`src/rtl/ram_arb_pkg.sv`:
```
// ram_arb_pkg: shared definitions for the RAM arbiter.
//   - arb_state_e     : arbiter state encoding (RUN / SCR / UART / RESTORE)
//   - RAM_ADDR_WIDTH  : default RAM address width
//   - RAM_DATA_WIDTH  : default RAM data width
package ram_arb_pkg;

    localparam int unsigned RAM_ADDR_WIDTH = 11;
    localparam int unsigned RAM_DATA_WIDTH = 8;

    typedef enum logic [1:0] {
        ST_RUN     = 2'd0,  // CPU owns the RAM
        ST_SCR     = 2'd1,  // screen reader owns the RAM
        ST_UART    = 2'd2,  // program loader owns the RAM
        ST_RESTORE = 2'd3   // CPU address re-read before RDY returns
    } arb_state_e;

endpackage

```
`src/rtl/ram_arbiter_if.sv`:
```
// ram_arbiter_if: bundle of every master-side and RAM-side signal of the arbiter.
//   CPU    : cpu_addr, cpu_wdata, cpu_we, cpu_sync -> ; <- cpu_rdy
//   Screen : scr_req, scr_addr -> ; <- scr_grant, scr_rdata_valid
//   Loader : uart_req, uart_addr, uart_wdata, uart_we -> ; <- uart_grant
//   RAM    : <- ram_raddr, ram_waddr, ram_wdata, ram_we
// Modports: master (the surrounding system / bench), slave (the arbiter).
interface ram_arbiter_if #(
    parameter int unsigned ADDR_WIDTH = 11,
    parameter int unsigned DATA_WIDTH = 8
);
    logic [15:0]           cpu_addr;
    logic [DATA_WIDTH-1:0] cpu_wdata;
    logic                  cpu_we;
    logic                  cpu_sync;
    logic                  cpu_rdy;

    logic                  scr_req;
    logic [ADDR_WIDTH-1:0] scr_addr;
    logic                  scr_grant;
    logic                  scr_rdata_valid;

    logic                  uart_req;
    logic [ADDR_WIDTH-1:0] uart_addr;
    logic [DATA_WIDTH-1:0] uart_wdata;
    logic                  uart_we;
    logic                  uart_grant;

    logic [ADDR_WIDTH-1:0] ram_raddr;
    logic [ADDR_WIDTH-1:0] ram_waddr;
    logic [DATA_WIDTH-1:0] ram_wdata;
    logic                  ram_we;

    modport master (
        output cpu_addr, cpu_wdata, cpu_we, cpu_sync,
        output scr_req, scr_addr,
        output uart_req, uart_addr, uart_wdata, uart_we,
        input  cpu_rdy, scr_grant, scr_rdata_valid, uart_grant,
        input  ram_raddr, ram_waddr, ram_wdata, ram_we
    );

    modport slave (
        input  cpu_addr, cpu_wdata, cpu_we, cpu_sync,
        input  scr_req, scr_addr,
        input  uart_req, uart_addr, uart_wdata, uart_we,
        output cpu_rdy, scr_grant, scr_rdata_valid, uart_grant,
        output ram_raddr, ram_waddr, ram_wdata, ram_we
    );

endinterface

```
`src/rtl/ram_arbiter.sv`:
```
// ram_arbiter: shares one synchronous-read RAM between the 6502 core, the VGA
// screen reader and the UART program loader.
//   clk      : system clock
//   reset_n  : synchronous reset, active low
//   io_bus   : ram_arbiter_if.slave carrying all master and RAM signals
// The CPU is only paused at an instruction boundary (cpu_sync). Every grant is
// followed by one RESTORE cycle so the CPU's held address is re-read before
// cpu_rdy rises again. Status outputs are registered; the RAM mux is
// combinational from the registered state only (never from a request).
module ram_arbiter
    import ram_arb_pkg::*;
#(
    parameter int unsigned ADDR_WIDTH = RAM_ADDR_WIDTH,
    parameter int unsigned DATA_WIDTH = RAM_DATA_WIDTH
) (
    input  logic          clk,
    input  logic          reset_n,
    ram_arbiter_if.slave  io_bus
);

    arb_state_e            r_state;
    arb_state_e            w_state_next;
    logic                  r_cpu_rdy;
    logic                  r_scr_grant;
    logic                  r_uart_grant;
    logic                  r_scr_rdata_valid;

    logic [ADDR_WIDTH-1:0] w_cpu_addr;
    logic                  w_unused_cpu_addr;

    // Only the low address bits reach the RAM.
    assign w_cpu_addr        = io_bus.cpu_addr[ADDR_WIDTH-1:0];
    assign w_unused_cpu_addr = ^io_bus.cpu_addr[15:ADDR_WIDTH];

    always_comb begin
        w_state_next = r_state;
        case (r_state)
            ST_RUN: begin
                // Screen wins when both request on the same sync.
                if ((io_bus.scr_req || io_bus.uart_req) && io_bus.cpu_sync) begin
                    w_state_next = io_bus.scr_req ? ST_SCR : ST_UART;
                end
            end
            ST_SCR: begin
                if (!io_bus.scr_req) begin
                    w_state_next = io_bus.uart_req ? ST_UART : ST_RESTORE;
                end
            end
            ST_UART: begin
                if (!io_bus.uart_req) begin
                    w_state_next = io_bus.scr_req ? ST_SCR : ST_RESTORE;
                end
            end
            default: w_state_next = ST_RUN;
        endcase
    end

    // Outputs are registered from the next state so each one is exactly
    // aligned with the state it describes.
    always_ff @(posedge clk) begin
        if (!reset_n) begin
            r_state           <= ST_RESTORE;
            r_cpu_rdy         <= 1'b0;
            r_scr_grant       <= 1'b0;
            r_uart_grant      <= 1'b0;
            r_scr_rdata_valid <= 1'b0;
        end else begin
            r_state           <= w_state_next;
            r_cpu_rdy         <= (w_state_next == ST_RUN);
            r_scr_grant       <= (w_state_next == ST_SCR);
            r_uart_grant      <= (w_state_next == ST_UART);
            // RAM has one cycle of read latency.
            r_scr_rdata_valid <= r_scr_grant;
        end
    end

    always_comb begin
        io_bus.ram_raddr = w_cpu_addr;
        io_bus.ram_waddr = w_cpu_addr;
        io_bus.ram_wdata = io_bus.cpu_wdata;
        io_bus.ram_we    = 1'b0;
        case (r_state)
            ST_RUN: begin
                io_bus.ram_we = io_bus.cpu_we;
            end
            ST_SCR: begin
                io_bus.ram_raddr = io_bus.scr_addr;
            end
            ST_UART: begin
                io_bus.ram_raddr = io_bus.uart_addr;
                io_bus.ram_waddr = io_bus.uart_addr;
                io_bus.ram_wdata = io_bus.uart_wdata;
                io_bus.ram_we    = io_bus.uart_we;
            end
            default: begin
                io_bus.ram_we = 1'b0;
            end
        endcase
        // Kill any write as soon as reset is asserted, even mid-grant.
        if (!reset_n) begin
            io_bus.ram_we = 1'b0;
        end
    end

    assign io_bus.cpu_rdy         = r_cpu_rdy;
    assign io_bus.scr_grant       = r_scr_grant;
    assign io_bus.uart_grant      = r_uart_grant;
    assign io_bus.scr_rdata_valid = r_scr_rdata_valid;

endmodule

```
`src/flat_wrapper.sv`:
```
// flat-port wrapper written by rule: the top's interface ports become plain ports
module ram_arbiter_flat import ram_arb_pkg::*;
#(
    parameter int unsigned ADDR_WIDTH = RAM_ADDR_WIDTH,
    parameter int unsigned DATA_WIDTH = RAM_DATA_WIDTH
)
  (clk, reset_n, io_bus_cpu_addr, io_bus_cpu_wdata, io_bus_cpu_we, io_bus_cpu_sync, io_bus_scr_req, io_bus_scr_addr, io_bus_uart_req, io_bus_uart_addr, io_bus_uart_wdata, io_bus_uart_we, io_bus_cpu_rdy, io_bus_scr_grant, io_bus_scr_rdata_valid, io_bus_uart_grant, io_bus_ram_raddr, io_bus_ram_waddr, io_bus_ram_wdata, io_bus_ram_we);
  ram_arbiter_if #(.ADDR_WIDTH(ADDR_WIDTH), .DATA_WIDTH(DATA_WIDTH)) io_bus_i ();
  input  logic clk;
  input  logic reset_n;
  input wire logic [$bits(io_bus_i.cpu_addr)-1:0] io_bus_cpu_addr;
  input wire logic [$bits(io_bus_i.cpu_wdata)-1:0] io_bus_cpu_wdata;
  input wire logic [$bits(io_bus_i.cpu_we)-1:0] io_bus_cpu_we;
  input wire logic [$bits(io_bus_i.cpu_sync)-1:0] io_bus_cpu_sync;
  input wire logic [$bits(io_bus_i.scr_req)-1:0] io_bus_scr_req;
  input wire logic [$bits(io_bus_i.scr_addr)-1:0] io_bus_scr_addr;
  input wire logic [$bits(io_bus_i.uart_req)-1:0] io_bus_uart_req;
  input wire logic [$bits(io_bus_i.uart_addr)-1:0] io_bus_uart_addr;
  input wire logic [$bits(io_bus_i.uart_wdata)-1:0] io_bus_uart_wdata;
  input wire logic [$bits(io_bus_i.uart_we)-1:0] io_bus_uart_we;
  output wire logic [$bits(io_bus_i.cpu_rdy)-1:0] io_bus_cpu_rdy;
  output wire logic [$bits(io_bus_i.scr_grant)-1:0] io_bus_scr_grant;
  output wire logic [$bits(io_bus_i.scr_rdata_valid)-1:0] io_bus_scr_rdata_valid;
  output wire logic [$bits(io_bus_i.uart_grant)-1:0] io_bus_uart_grant;
  output wire logic [$bits(io_bus_i.ram_raddr)-1:0] io_bus_ram_raddr;
  output wire logic [$bits(io_bus_i.ram_waddr)-1:0] io_bus_ram_waddr;
  output wire logic [$bits(io_bus_i.ram_wdata)-1:0] io_bus_ram_wdata;
  output wire logic [$bits(io_bus_i.ram_we)-1:0] io_bus_ram_we;
  assign io_bus_i.cpu_addr = io_bus_cpu_addr;
  assign io_bus_i.cpu_wdata = io_bus_cpu_wdata;
  assign io_bus_i.cpu_we = io_bus_cpu_we;
  assign io_bus_i.cpu_sync = io_bus_cpu_sync;
  assign io_bus_i.scr_req = io_bus_scr_req;
  assign io_bus_i.scr_addr = io_bus_scr_addr;
  assign io_bus_i.uart_req = io_bus_uart_req;
  assign io_bus_i.uart_addr = io_bus_uart_addr;
  assign io_bus_i.uart_wdata = io_bus_uart_wdata;
  assign io_bus_i.uart_we = io_bus_uart_we;
  assign io_bus_cpu_rdy = io_bus_i.cpu_rdy;
  assign io_bus_scr_grant = io_bus_i.scr_grant;
  assign io_bus_scr_rdata_valid = io_bus_i.scr_rdata_valid;
  assign io_bus_uart_grant = io_bus_i.uart_grant;
  assign io_bus_ram_raddr = io_bus_i.ram_raddr;
  assign io_bus_ram_waddr = io_bus_i.ram_waddr;
  assign io_bus_ram_wdata = io_bus_i.ram_wdata;
  assign io_bus_ram_we = io_bus_i.ram_we;
  ram_arbiter #(.ADDR_WIDTH(ADDR_WIDTH), .DATA_WIDTH(DATA_WIDTH)) u_core (.clk(clk), .reset_n(reset_n), .io_bus(io_bus_i));
endmodule
```
`config.mk`:
```
export PLATFORM = sky130hd
export DESIGN_NAME = ram_arbiter_flat
export DESIGN_NICKNAME = d
export VERILOG_FILES = /design/src/rtl/ram_arb_pkg.sv /design/src/rtl/ram_arbiter_if.sv /design/src/rtl/ram_arbiter.sv /design/src/flat_wrapper.sv
export SDC_FILE = /design/constraint.sdc
export NUM_CORES = 1
export LEC_CHECK = 0
export BUFFER_PORTS_ARGS = -buffer_cell sky130_fd_sc_hd__buf_2
export CAP_MARGIN = 40
export CORE_ASPECT_RATIO = 1.75
export CORE_MARGIN = 2
export CORE_UTILIZATION = 28
export CTS_CLUSTER_SIZE = 30
export DETAILED_ROUTE_END_ITERATION = 6
export GPL_TIMING_DRIVEN = 0
export PLACE_DENSITY = 0.72
export SLEW_MARGIN = 0
export SYNTH_ARGS = -nofsm -noshare
export SYNTH_HDL_FRONTEND = slang
export SYNTH_SLANG_ARGS = --single-unit
```
`constraint.sdc`:
```
create_clock -name clk -period 1.8 [get_ports clk]
set_input_delay 0.54 -clock clk [delete_from_list [all_inputs] [get_ports clk]]
set_output_delay 0.54 -clock clk [all_outputs]
set_load 0.1 [all_outputs]
```
* After elaboration in Yosys (flattened, before gate mapping)
Index checks and enable logic that the tools add are counted.
Storage, ports and cells: word-level logic and storage cells 25, register bits 6, input port bits 61, output and inout port bits 35
Operators by class: reduce and logical (&&, ||, !) cells 4, eq/ne operators 4, mux-type cells 12
Operators with widths (count):
- $pmux 11 s2 | 1
- $mux 11 | 1
- $mux 2 | 5
- $mux 8 | 1
- $pmux 2 s3 | 1
- $eq 2x1->1 const B | 2
- $eq 2x2->1 const B | 2
- $logic_not 2->1 | 2
- $mux 1 | 2
- $pmux 1 s2 | 1
- $logic_and 1x1->1 | 1
- $logic_or 1x1->1 | 1

* Longest topological paths before layout
depth after elaboration 5, gate-level depth with buffers 6, gate-level depth less buffers 5

* Worst setup path after synthesis
OpenSTA, ideal clock, no wires.
kind reg-to-output, start point register u_core.r_state[0], end point output io_bus_ram_raddr[2], data arrival time 2.634 ns, stages on the path, launching flop included 7, path slack -1.374 ns, data required time 1.260 ns, path buffers 2, path through dfxtp_1 inv_1 ha_1 clkbuf_1 clkbuf_1 a22oi_1 a21oi_1
Between the ends: word-level cells in the longest chain between the ends 2, elaborated cells on any way between the ends 3, classes of those cells 2 x eq/ne; 1 x mux
Ends and longest elaborated chain:
- from (decl) | RTL line ram_arbiter.sv:21 | arb_state_e r_state;
- from (signal assigned) | RTL line ram_arbiter.sv:68 | r_state <= w_state_next;
- $eq 2x2->1 / $eq 2x1->1 (equally long branches) | RTL line ram_arbiter.sv:82 | case (r_state)
- $pmux 11 s2 (*) | RTL line ram_arbiter.sv:82
- to (decl) | RTL line flat_wrapper.sv:25 | output wire logic [$bits(io_bus_i.ram_raddr)-1:0] io_bus_ram_raddr;
Every way passes the cells marked *; elsewhere a longest branch is shown, timed or not.

* Worst setup path in the final report
start point register u_core.r_state[0], end point output io_bus_ram_raddr[5]
The elaborated chain is that of the path after synthesis.

==> impl_summary.txt <==
----------------------------------------------------
[Clocking]
  Worst-skew pair later-pin latency ... 230 ps
  Cell at the root of the clock tree ... sky130_fd_sc_hd__clkbuf_8
  Cts hold-fix bufs ... 0
  Clock tree from TritonCTS ... done
  Sink count of the clock tree ... 6
  Worst-path clk slew ... 40 ps
  Maximum root-to-sink buffer count ... 2
  Depth of the CTS H-tree ... 1
  Clock buffers created by TritonCTS ... 3

[Floorplan]
  Standard cell core area ... 2520 µm²
  Count of standard-cell rows ... 24
  Effective utilization at floorplan ... 29.5%
  Die height ... 72.2 µm
  Die area ... 3100 µm²
  Die boundary width ... 43.0 µm
  Io pins ... 96

[Global route]
  First-pass GRT wire length ... 6600 µm
  Total global-route track usage ... 28.1%
  Vias in the first global route ... 1353
  Antenna violations before repair ... 0
  Maximum number of pins on one net before global-route repair ... 11
  Global route overflow ... 0

[Worst setup path]
  Nature of the critical path startpoint ... flip-flop
  Crit path DAT ... 1600 ps
  Number of cells traversed by the worst register-to-register path ... 5
  Timing startpoint of the critical path ... u_core.r_state[0]$_SDFF_PN1_
  Critical R2R Capture ... u_core.io_bus.uart_grant$_SDFF_PN0_
  Critical path class ... flip-flop to output port
  Maximum fanout along the worst path ... 10
  Register-to-register setup slack ... 210 ps
  Required @ worst endpoint ... 1260 ps
  Startpoint of the lowest-slack register-to-register path ... u_core.r_state[0]$_SDFF_PN1_
  Critical Path End Type ... output port

[Run status]
  Result of the run ... complete, but fails checks
  Failing checks ... negative setup slack

[Yosys]
  Commonest cells post-synth ... sky130_fd_sc_hd__mux2_2, sky130_fd_sc_hd__a22oi_1, sky130_fd_sc_hd__nor2_1, sky130_fd_sc_hd__a21oi_1, sky130_fd_sc_hd__dfxtp_1
  Post-synthesis sequential area ratio ... 16.1%
  Share of flip-flops with an asynchronous set or reset after synthesis ... 0%
  Area share of the largest cell type after synthesis ... 28.7%
  Average size of a mapped cell ... 7.92 µm²
  Synthesized instance count ... 94
  Total nets after synthesis ... 159
  Most area-consuming cells after synthesis ... sky130_fd_sc_hd__mux2_2, sky130_fd_sc_hd__dfxtp_1, sky130_fd_sc_hd__a22oi_1, sky130_fd_sc_hd__a21oi_1, sky130_fd_sc_hd__ha_1
  Post-synth EDFFs ... 0
  Post-synthesis cell type with the largest combined area ... sky130_fd_sc_hd__mux2_2
  Flip-flop and latch count after synthesis ... 6
  Dominant register cell in the synthesized netlist ... sky130_fd_sc_hd__dfxtp_1
  Synth unique cells ... 22
  Warnings, synthesis ... 0
  Most instantiated library cell after synthesis ... sky130_fd_sc_hd__mux2_2
  Cell area after synthesis ... 744 µm²

[Finish]
  Ratio of cells with drive above 1 in the final layout ... 84.8%
  Sequential cell area ... 128 µm²
  Finished Core Util ... 86.6%
  Number of antenna cells inserted ... 0
  Multi-input gate area ... 901 µm²
  Filler cell count in the final layout ... 115
  Area grow syn2layout ... 193%
  Final-stage net count ... 263

[Detailed routing]
  Detailed Route Iter0 Violations ... 54
  DR vias/cell ... 5.69
  Number of remaining DRC errors ... 0
  Aggregate routed wire length ... 4980 µm
  Via count ... 1269
  Average routed wire per standard cell ... 22.3 µm
  Number of nets still failing antenna checks after routing ... 0
  Detailed-router iteration count before antenna repair ... 4

[Power]
  Overall power ... 3090 µW
  Peak VDD IR ... 0.973 mV
  PwrDens ... 1420 nW/µm²
  Lkg Pwr ... 0.000981 µW

[STA]
  Unrepaired setup endpoints after global routing ... true
  Setup slack of the critical path after layout ... -345 ps
  Slew Limit Headroom ... 63.4%
  Max-slew violation count ... 0
  Largest clock skew in the final design ... 3.81 ps
  Tightest Pin Transition ... 549 ps
  Post-route minimum period ... 2140 ps
  Final critical-path share of the clock period ... 119%
  Number of endpoints with negative hold slack in the final report ... 0
  Count of endpoints failing setup in the final report ... 31
  Max Clock Freq ... 466 MHz

[Place]
  RePlAce Congestion ... 0.711
  Post-detail-place hpwl ... 2590 µm
  Port Buffers ... 90

[Hold path]
  Worst Hold Path Cells ... 1
  Worst hold endpoint ... u_core.io_bus.scr_rdata_valid$_SDFF_PN0_
  Launch point of the worst hold path ... u_core.io_bus.scr_grant$_SDFF_PN0_
  Path type of the worst min-delay path ... flip-flop to flip-flop

[Run]
  Max-cap viol count ... 0

----------------------------------------------------
-- layout by cell type, fill, tap and decap left out --
cell type	n
sky130_fd_sc_hd__buf_2	59
sky130_fd_sc_hd__and3_1	1
sky130_fd_sc_hd__a21o_1	1
sky130_fd_sc_hd__nand3_1	1
sky130_fd_sc_hd__a22o_1	1
sky130_fd_sc_hd__ha_4	3
sky130_fd_sc_hd__mux2_4	10
sky130_fd_sc_hd__a22oi_2	12
sky130_fd_sc_hd__nor4b_1	1
sky130_fd_sc_hd__dfxtp_1	4
sky130_fd_sc_hd__clkbuf_8	3
sky130_fd_sc_hd__o21ai_0	5
sky130_fd_sc_hd__nand2_1	2
sky130_fd_sc_hd__buf_8	2
sky130_fd_sc_hd__mux2_2	9
sky130_fd_sc_hd__buf_4	8
sky130_fd_sc_hd__buf_6	9
sky130_fd_sc_hd__a222oi_1	1
sky130_fd_sc_hd__a21oi_4	11
sky130_fd_sc_hd__inv_4	2
sky130_fd_sc_hd__nor2_1	4
sky130_fd_sc_hd__and4_1	1
sky130_fd_sc_hd__inv_1	1
sky130_fd_sc_hd__and4b_1	1
sky130_fd_sc_hd__clkbuf_16	3
sky130_fd_sc_hd__dfxtp_4	2
sky130_fd_sc_hd__nor2b_4	1
sky130_fd_sc_hd__nor2_2	2
sky130_fd_sc_hd__clkbuf_1	1
sky130_fd_sc_hd__nor2_4	6
sky130_fd_sc_hd__buf_12	25
sky130_fd_sc_hd__and2_1	3
sky130_fd_sc_hd__o211ai_1	1
sky130_fd_sc_hd__ha_1	1
-- area by class of cell --
| type | count | area share (%) |
|---|---|---|
| clock buffers | 4 | 2.06 |
| flip-flops and latches | 6 | 5.84 |
| repair buffers | 100 | 42.4 |
| well taps | 26 | 1.49 |
| plain buffers | 6 | 6.19 |
| inverters | 3 | 0.745 |
| multi-input cells | 78 | 41.2 |
-- registers in the layout, indices dropped and copies added (netlist names) --
signal,flops
u_core.io_bus.cpu_rdy,1
u_core.io_bus.uart_grant,1
u_core.r_state,2
u_core.io_bus.scr_rdata_valid,1
u_core.io_bus.scr_grant,1
-- timing repair --
item	CTS	global route
pin swaps	4	13
setup endpoints to repair	31	31
cloned	1	1
setup buffers	6	2
resized for setup	111	26
-- worst max-delay path, stage by stage (launching register included) --
cell and delay [ps]:
sky130_fd_sc_hd__dfxtp_4 350, sky130_fd_sc_hd__buf_4 150, sky130_fd_sc_hd__ha_4 170, sky130_fd_sc_hd__buf_12 150, sky130_fd_sc_hd__a22oi_2 270, sky130_fd_sc_hd__a21oi_4 110
sky130_fd_sc_hd__buf_12 170
-- how the worst max path moves through the flow --
stage / to / depth (start not counted)
2_1_floorplan: io_bus_ram_raddr[2] / 6
3_3_place_gp: io_bus_ram_waddr[6] / 6
5_1_grt: io_bus_ram_raddr[5] / 6
6_report: io_bus_ram_raddr[5] / 6
4_1_cts: io_bus_ram_waddr[4] / 6
3_5_place_dp: io_bus_ram_waddr[7] / 6
-- kinds of logic (layout without fill, tap and decap cells) --
| logic type | Yosys count | in the layout | share of synthesized area, % |
|---|---|---|---|
| muxes | 19 | 19 | 28.7 |
| DFF | 6 | 6 | 16.1 |
| and+or+nand+nor | 23 | 23 | 15.6 |
| adders and majority gates | 4 | 4 | 6.72 |
| buffers and inverters | 10 | 113 | 5.38 |
| AOI/OAI and AO/OA | 32 | 32 | 27.4 |
-- per-layer routing --
layer	vias up	share of wire [%]	wire length [µm]	GRT usage (%)
li1	557	-	-	-
met1	610	34	1720	28.5
met2	83	56	2780	53.5
met3	19	6.8	337	4.73
met4	0	3.0	150	13.1
met5	-	0	0	0
-- metrics by stage --
stage	instances	area (µm²)	setup WS [ps]	setup TNS (ps)	hold WS [ps]
final	223	2180	-345	-8690	466
after global routing	223	2180	-393	-9980	471
after CTS	221	2090	-348	-9720	466
after detailed placement	210	1570	-373	-8590	453
after global placement	210	1570	-358	-8260	449
after floorplan	94	1080	-215	-4750	615
-- where the power goes --
part	switching, µW	internal, µW	total (µW)
registers	16.3	155	171
clock network	63.9	153	217
logic	1710	991	2700
total	1790	1300	3090
No activity file was read; power rests on OpenSTA's default activity.
